$ cat src/rtl/bcd_serial_subtractor_pkg.sv
// bcd_pkg: shared BCD constants and FSM state type for the serial subtractor
package bcd_pkg;
  localparam int DIGIT_W = 4;
  localparam logic [DIGIT_W-1:0] BCD_MAX = 4'd9;
  localparam logic [DIGIT_W-1:0] TEN_CORR = 4'd10;
  typedef enum logic [1:0] {IDLE, RUN, DONE} state_t;
endpackage

$ cat src/rtl/bcd_serial_subtractor_if.sv
// bcd_serial_subtractor_if: start/busy/done handshake plus operand and result bus
interface bcd_serial_subtractor_if import bcd_pkg::*; #(parameter int DIGITS = 4);
  logic start;
  logic [DIGIT_W*DIGITS-1:0] Minuend;
  logic [DIGIT_W*DIGITS-1:0] Subtrahend;
  logic busy;
  logic done;
  logic [DIGIT_W*DIGITS-1:0] Difference;
  logic Borrow_out;
  logic Error;
  modport master(output start, Minuend, Subtrahend, input busy, done, Difference, Borrow_out, Error);
  modport slave(input start, Minuend, Subtrahend, output busy, done, Difference, Borrow_out, Error);
endinterface

$ cat src/rtl/bcd_serial_subtractor_digit.sv
// bcd_digit_subtractor: one BCD digit of A - B - Borrow_in with +10 correction
module bcd_digit_subtractor import bcd_pkg::*; (
  input  logic [DIGIT_W-1:0] A,
  input  logic [DIGIT_W-1:0] B,
  input  logic               Borrow_in,
  output logic [DIGIT_W-1:0] Diff,
  output logic               Borrow_out,
  output logic               Digit_invalid
);
  logic signed [DIGIT_W:0] d;
  assign d = $signed({1'b0, A}) - $signed({1'b0, B}) - $signed({{DIGIT_W{1'b0}}, Borrow_in});
  assign Borrow_out = d[DIGIT_W];
  // low nibble of d+10 equals (d mod 16)+10 mod 16, so the sign bit can be dropped
  assign Diff = Borrow_out ? d[DIGIT_W-1:0] + TEN_CORR : d[DIGIT_W-1:0];
  assign Digit_invalid = (A > BCD_MAX) || (B > BCD_MAX);
endmodule

$ cat src/rtl/bcd_serial_subtractor.sv
// bcd_serial_subtractor: packed-BCD Minuend - Subtrahend, one digit per clock, LSD first
module bcd_serial_subtractor import bcd_pkg::*; #(parameter int DIGITS = 4) (
  input logic clk,
  input logic reset,
  bcd_serial_subtractor_if.slave bus
);
  localparam int W = DIGIT_W * DIGITS;
  localparam int IW = DIGITS > 1 ? $clog2(DIGITS) : 1;
  state_t state, nxt;
  logic [W-1:0] a_sr, b_sr, acc, acc_nxt, diff_q;
  logic [IW-1:0] idx;
  logic [DIGIT_W-1:0] dig;
  logic borrow, err, err_nxt, bout_q, err_q, dig_bo, dig_inv, last, accept;
  bcd_digit_subtractor u_dig (
    .A(a_sr[DIGIT_W-1:0]), .B(b_sr[DIGIT_W-1:0]), .Borrow_in(borrow),
    .Diff(dig), .Borrow_out(dig_bo), .Digit_invalid(dig_inv)
  );
  assign accept = state == IDLE && bus.start;
  assign last = idx == IW'(DIGITS - 1);
  // new digit enters at the top so digit 0 lands in bits [3:0] after DIGITS shifts
  assign acc_nxt = W'({dig, acc} >> DIGIT_W);
  assign err_nxt = err | dig_inv;
  always_comb begin
    nxt = IDLE;
    nxt = accept ? RUN : state == RUN ? (last ? DONE : RUN) : IDLE;
  end
  always_ff @(posedge clk) state <= reset ? IDLE : nxt;
  always_ff @(posedge clk) begin
    if (reset) begin
      a_sr <= '0;
      b_sr <= '0;
      acc <= '0;
      idx <= '0;
      borrow <= 1'b0;
      err <= 1'b0;
      diff_q <= '0;
      bout_q <= 1'b0;
      err_q <= 1'b0;
    end else if (accept) begin
      a_sr <= bus.Minuend;
      b_sr <= bus.Subtrahend;
      acc <= '0;
      idx <= '0;
      borrow <= 1'b0;
      err <= 1'b0;
    end else if (state == RUN) begin
      a_sr <= a_sr >> DIGIT_W;
      b_sr <= b_sr >> DIGIT_W;
      acc <= acc_nxt;
      idx <= idx + IW'(1);
      borrow <= dig_bo;
      err <= err_nxt;
      if (last) begin
        diff_q <= err_nxt ? '0 : acc_nxt;
        bout_q <= err_nxt ? 1'b0 : dig_bo;
        err_q <= err_nxt;
      end
    end
  end
  assign bus.busy = state != IDLE;
  assign bus.done = state == DONE;
  assign bus.Difference = diff_q;
  assign bus.Borrow_out = bout_q;
  assign bus.Error = err_q;
endmodule

$ cat src/flat_wrapper.sv
// flat-port wrapper written by rule: the top's interface ports become plain ports
module bcd_serial_subtractor_flat import bcd_pkg::*;
#(parameter int DIGITS = 4)
  (clk, reset, bus_start, bus_Minuend, bus_Subtrahend, bus_busy, bus_done, bus_Difference, bus_Borrow_out, bus_Error);
  bcd_serial_subtractor_if #(.DIGITS(DIGITS)) bus_i ();
  input logic clk;
  input logic reset;
  input wire logic [$bits(bus_i.start)-1:0] bus_start;
  input wire logic [$bits(bus_i.Minuend)-1:0] bus_Minuend;
  input wire logic [$bits(bus_i.Subtrahend)-1:0] bus_Subtrahend;
  output wire logic [$bits(bus_i.busy)-1:0] bus_busy;
  output wire logic [$bits(bus_i.done)-1:0] bus_done;
  output wire logic [$bits(bus_i.Difference)-1:0] bus_Difference;
  output wire logic [$bits(bus_i.Borrow_out)-1:0] bus_Borrow_out;
  output wire logic [$bits(bus_i.Error)-1:0] bus_Error;
  assign bus_i.start = bus_start;
  assign bus_i.Minuend = bus_Minuend;
  assign bus_i.Subtrahend = bus_Subtrahend;
  assign bus_busy = bus_i.busy;
  assign bus_done = bus_i.done;
  assign bus_Difference = bus_i.Difference;
  assign bus_Borrow_out = bus_i.Borrow_out;
  assign bus_Error = bus_i.Error;
  bcd_serial_subtractor #(.DIGITS(DIGITS)) u_core (.clk(clk), .reset(reset), .bus(bus_i));
endmodule
$ cat config.mk
export PLATFORM = sky130hd
export DESIGN_NAME = bcd_serial_subtractor_flat
export DESIGN_NICKNAME = d
export VERILOG_FILES = /design/src/rtl/bcd_serial_subtractor_pkg.sv /design/src/rtl/bcd_serial_subtractor_if.sv /design/src/rtl/bcd_serial_subtractor_digit.sv /design/src/rtl/bcd_serial_subtractor.sv /design/src/flat_wrapper.sv
export SDC_FILE = /design/constraint.sdc
export NUM_CORES = 1
export LEC_CHECK = 0
export ABC_AREA = 1
export BUFFER_PORTS_ARGS = -buffer_cell sky130_fd_sc_hd__buf_2
export CORE_MARGIN = 4
export CORE_UTILIZATION = 60
export CTS_CLUSTER_DIAMETER = 40
export DETAILED_ROUTE_END_ITERATION = 12
export PLACE_DENSITY = 0.84
export SYNTH_ARGS = -nofsm -noshare
export SYNTH_HDL_FRONTEND = slang
export SYNTH_HIERARCHICAL = 1
export SYNTH_SLANG_ARGS = --single-unit
$ cat constraint.sdc
create_clock -name clk -period 5.72 [get_ports clk]
set_input_delay 0.572 -clock clk [delete_from_list [all_inputs] [get_ports clk]]
set_output_delay 0.572 -clock clk [all_outputs]
set_load 0.1 [all_outputs]
==> impl_metrics.json <==
{
  "hold_class": "reg2reg",
  "crit_buf_inv": 2,
  "path_cells": "nor2_4 -> inv_1 -> buf_2",
  "critPathLaunch": "u_core/state[0]",
  "path_clk_slew_ns": 0.08,
  "avgRoutedWirePerCell_um": 12.8,
  "maxSlewViolCount": 0,
  "die_h_um": 81.9,
  "rr_worst_depth": 13,
  "status": "complete, no violations",
  "first_pass_iters": 5,
  "vias": 3100,
  "synth_top_family_by_area": "simple AND/OR/NAND/NOR gates",
  "grt_start_max_net_pins": 53,
  "setup_violations": 0,
  "critPathRequiredTime_ns": 5.15,
  "reg2reg_setup_slack_ns": 3.46,
  "relSlewSlack_pct": 37.1,
  "cp_slowest_cell": "dfxtp_1",
  "final_hold_viol_count": 0,
  "overflow": 0,
  "grt_pass1_wl_um": 12400,
  "synth_cell_types": 24,
  "power_density_mw_per_mm2": 298,
  "netlist_area_mm2": 0.00328,
  "gp_congestion": 0.777,
  "antenna_cells": 0,
  "critPathMaxFanout": 26,
  "synth_compound_area_share_pct": 9.82,
  "num_io_pins": 55,
  "wl_um": 7400,
  "synthMuxAreaShare_pct": 0,
  "fin_nets": 550,
  "first_global_vias": 2983,
  "fillers": 449,
  "die_area_mm2": 0.00671,
  "fin_cells": 580,
  "fin_crit_ns": 2.60,
  "tightest_slew_ns": 0.944,
  "layout_worst_path_cycle_share_pct": 45.4,
  "worst_slack_ns": 3.12,
  "power_mw": 1.10,
  "dpl_cell_area_mm2": 0.00350,
  "cts_tree": "yes",
  "crit_type": "reg2out",
  "synth_xor_area_share_pct": 0.535,
  "ys_seq_elements": 68,
  "netlist_top_cells_area": "dfxtp_1 42%, nand2_1 17%, a21oi_1 8.7%",
  "p_leak_nw": 1.76,
  "fin_area_mm2": 0.00371,
  "drtIter0Drc": 227,
  "crit_arrival_ns": 2.02,
  "antenna_found_initial": 0,
  "ir_worst_vdd_mv": 0.199,
  "endpoint": "bus_busy",
  "clkPwrFrac_pct": 37.4,
  "root_buffer": "clkbuf_8",
  "path_depth": 3,
  "ys_warn_count": 6,
  "whs_path_depth": 2,
  "syn_area_per_cell_um2": 7.01,
  "critPathMaxStageDelay_ns": 0.86,
  "p_switching_mw": 0.332,
  "syn2layout_area_growth_pct": 13.1,
  "fin_skew_ns": 0.0125,
  "cts_hold_buf": 0,
  "row_count": 26,
  "synth_top_area_cell": "dfxtp_1",
  "netlist_instances": 467,
  "drive_above_1_share_pct": 17.6,
  "cts_htree_levels": 3,
  "track_usage_pct": 23.6,
  "rsz0062_at_grt": "false",
  "cts_sinks": 68,
  "synth_top_area_share_pct": 41.6,
  "cap_violations": 0,
  "fmax_mhz": 385,
  "r2r_start": "u_core/b_sr[0]",
  "synth_nets": 512,
  "totalNegativeSetupSlack_ns": 0,
  "hpwl_um": 4790,
  "p_int_mw": 0.772,
  "cts_resized": 0,
  "cts_setup_buffers": 0,
  "vias_per_cell": 5.34,
  "dp_cells": 564,
  "p_sw_share_pct": 30.1,
  "numCtsBuffers": 9,
  "drcViolationCount": 0,
  "p_seq_share_pct": 46.2,
  "core_mm2": 0.00520,
  "p_comb_share_pct": 16.4,
  "crit_family": "flip-flops",
  "synth_seq_area_share_pct": 41.6,
  "die_x_um": 81.9,
  "final_antenna_net_count": 0,
  "end_kind": "output port",
  "synth-adder-area-share_pct": 4.28,
  "io_buffers": 54,
  "clockBufferDepth": 2,
  "clk_latency_ns": 0.35,
  "yosys.area_share.simple_pct": 34.0,
  "dp_slack_ns": 3.46,
  "start_kind": "flip-flop",
  "r2r_end": "u_core/bus.Difference[15]",
  "initial_utilization_pct": 62.9
}
-- cell usage after synthesis (all sizes together) --
master / n
nand2: 159
dfxtp: 68
a21oi: 57
nand3: 48
inv: 46
nor2: 26
buf: 20
nand4: 17
clkbuf: 8
ha: 8
o21ai: 5
fa: 2
xor2: 2
clkinv: 1
-- flip-flops by register name, indices dropped and copies added, names as in the netlist --
register / flops
u_core/bus.Error: 1
u_core/acc: 12
u_core/borrow: 1
u_core/b_sr: 16
u_core/err: 1
u_core/bus.Difference: 16
u_core/state: 2
u_core/bus.Borrow_out: 1
u_core/idx: 2
u_core/a_sr: 16
-- cell families (layout without fill, tap and decap cells) --
group | after synthesis | after routing
xor+xnor | 2 | 2
compound gates | 62 | 62
fa+ha+maj | 10 | 10
flops | 68 | 68
buf+inv | 75 | 118
simple gates | 250 | 250
-- how the worst min path moves through the flow --
stage                                         from                        to  slack [ns]
after CTS                       bus_Subtrahend[13]           u_core/b_sr[13]        0.46
final                     u_core/bus.Difference[9]  u_core/bus.Difference[9]        0.47
after floorplan                         u_core/err                u_core/err        0.44
after global placement                  u_core/err                u_core/err        0.45
after detailed placement  u_core/bus.Difference[9]  u_core/bus.Difference[9]        0.45
after global routing               bus_Minuend[14]           u_core/a_sr[14]        0.47
-- cells in the final DEF, fill, tap and decap left out, types with 2 or more instances in the layout --
master,instances
nand2_1,150
dfxtp_1,68
a21oi_1,57
buf_2,54
nand3_1,46
inv_1,44
nor2_1,22
nand4_1,17
clkbuf_8,10
ha_1,8
nand2_4,5
nand2_2,4
nor2_2,3
o21ai_1,3
clkinv_4,2
clkinvlp_4,2
inv_2,2
xor2_1,2
nand3_2,2
fa_1,2
-- worst reg2reg max path, cell delays in order, from the launching register on --
cell and delay [ns]:
dfxtp_1 0.34, inv_1 0.06, fa_1 0.44, fa_1 0.41
inv_1 0.08, nand2_2 0.07, nand2_1 0.10, ha_1 0.19
clkinv_2 0.07, nand3_1 0.08, nand2_1 0.05, nand2_1 0.07
nand4_1 0.10, a21oi_1 0.16
-- per-stage QoR --
step,util (%),hold slack (ns)
3_3_place_gp,67.2,0.448
5_1_grt,71.2,0.465
3_5_place_dp,67.2,0.454
6_report,71.2,0.466
4_1_cts,71.2,0.460
2_1_floorplan,-,0.442
-- power by group through the flow --
stage	registers (mW)	logic [mW]	clock network, mW
2_1_floorplan	0.514	0.147	0
4_1_cts	0.510	0.180	0.420
5_1_grt	0.513	0.203	0.444
3_3_place_gp	0.520	0.171	0
6_report	0.510	0.180	0.413
3_5_place_dp	0.521	0.179	0
-- layout make-up --
type                       instances  area, µm²  area share [%]
multi-input combinational        324       1590            43.0
clock inverter                     6       71.3            1.92
timing repair buffer              55        278            7.49
tap                               70       87.6            2.36
sequential                        68       1360            36.7
inverter                          47        178            4.79
clock buffer                      10        138            3.71
-- layer usage --
layer,GRT usage (%),routed length (µm),up-vias
met4,11.0,134,0
met3,6.03,435,15
li1,-,-,1566
met2,41.1,3680,110
met1,26.7,3140,1409
met5,0,0,-
Note: power is estimated with default switching activity, not from simulation.
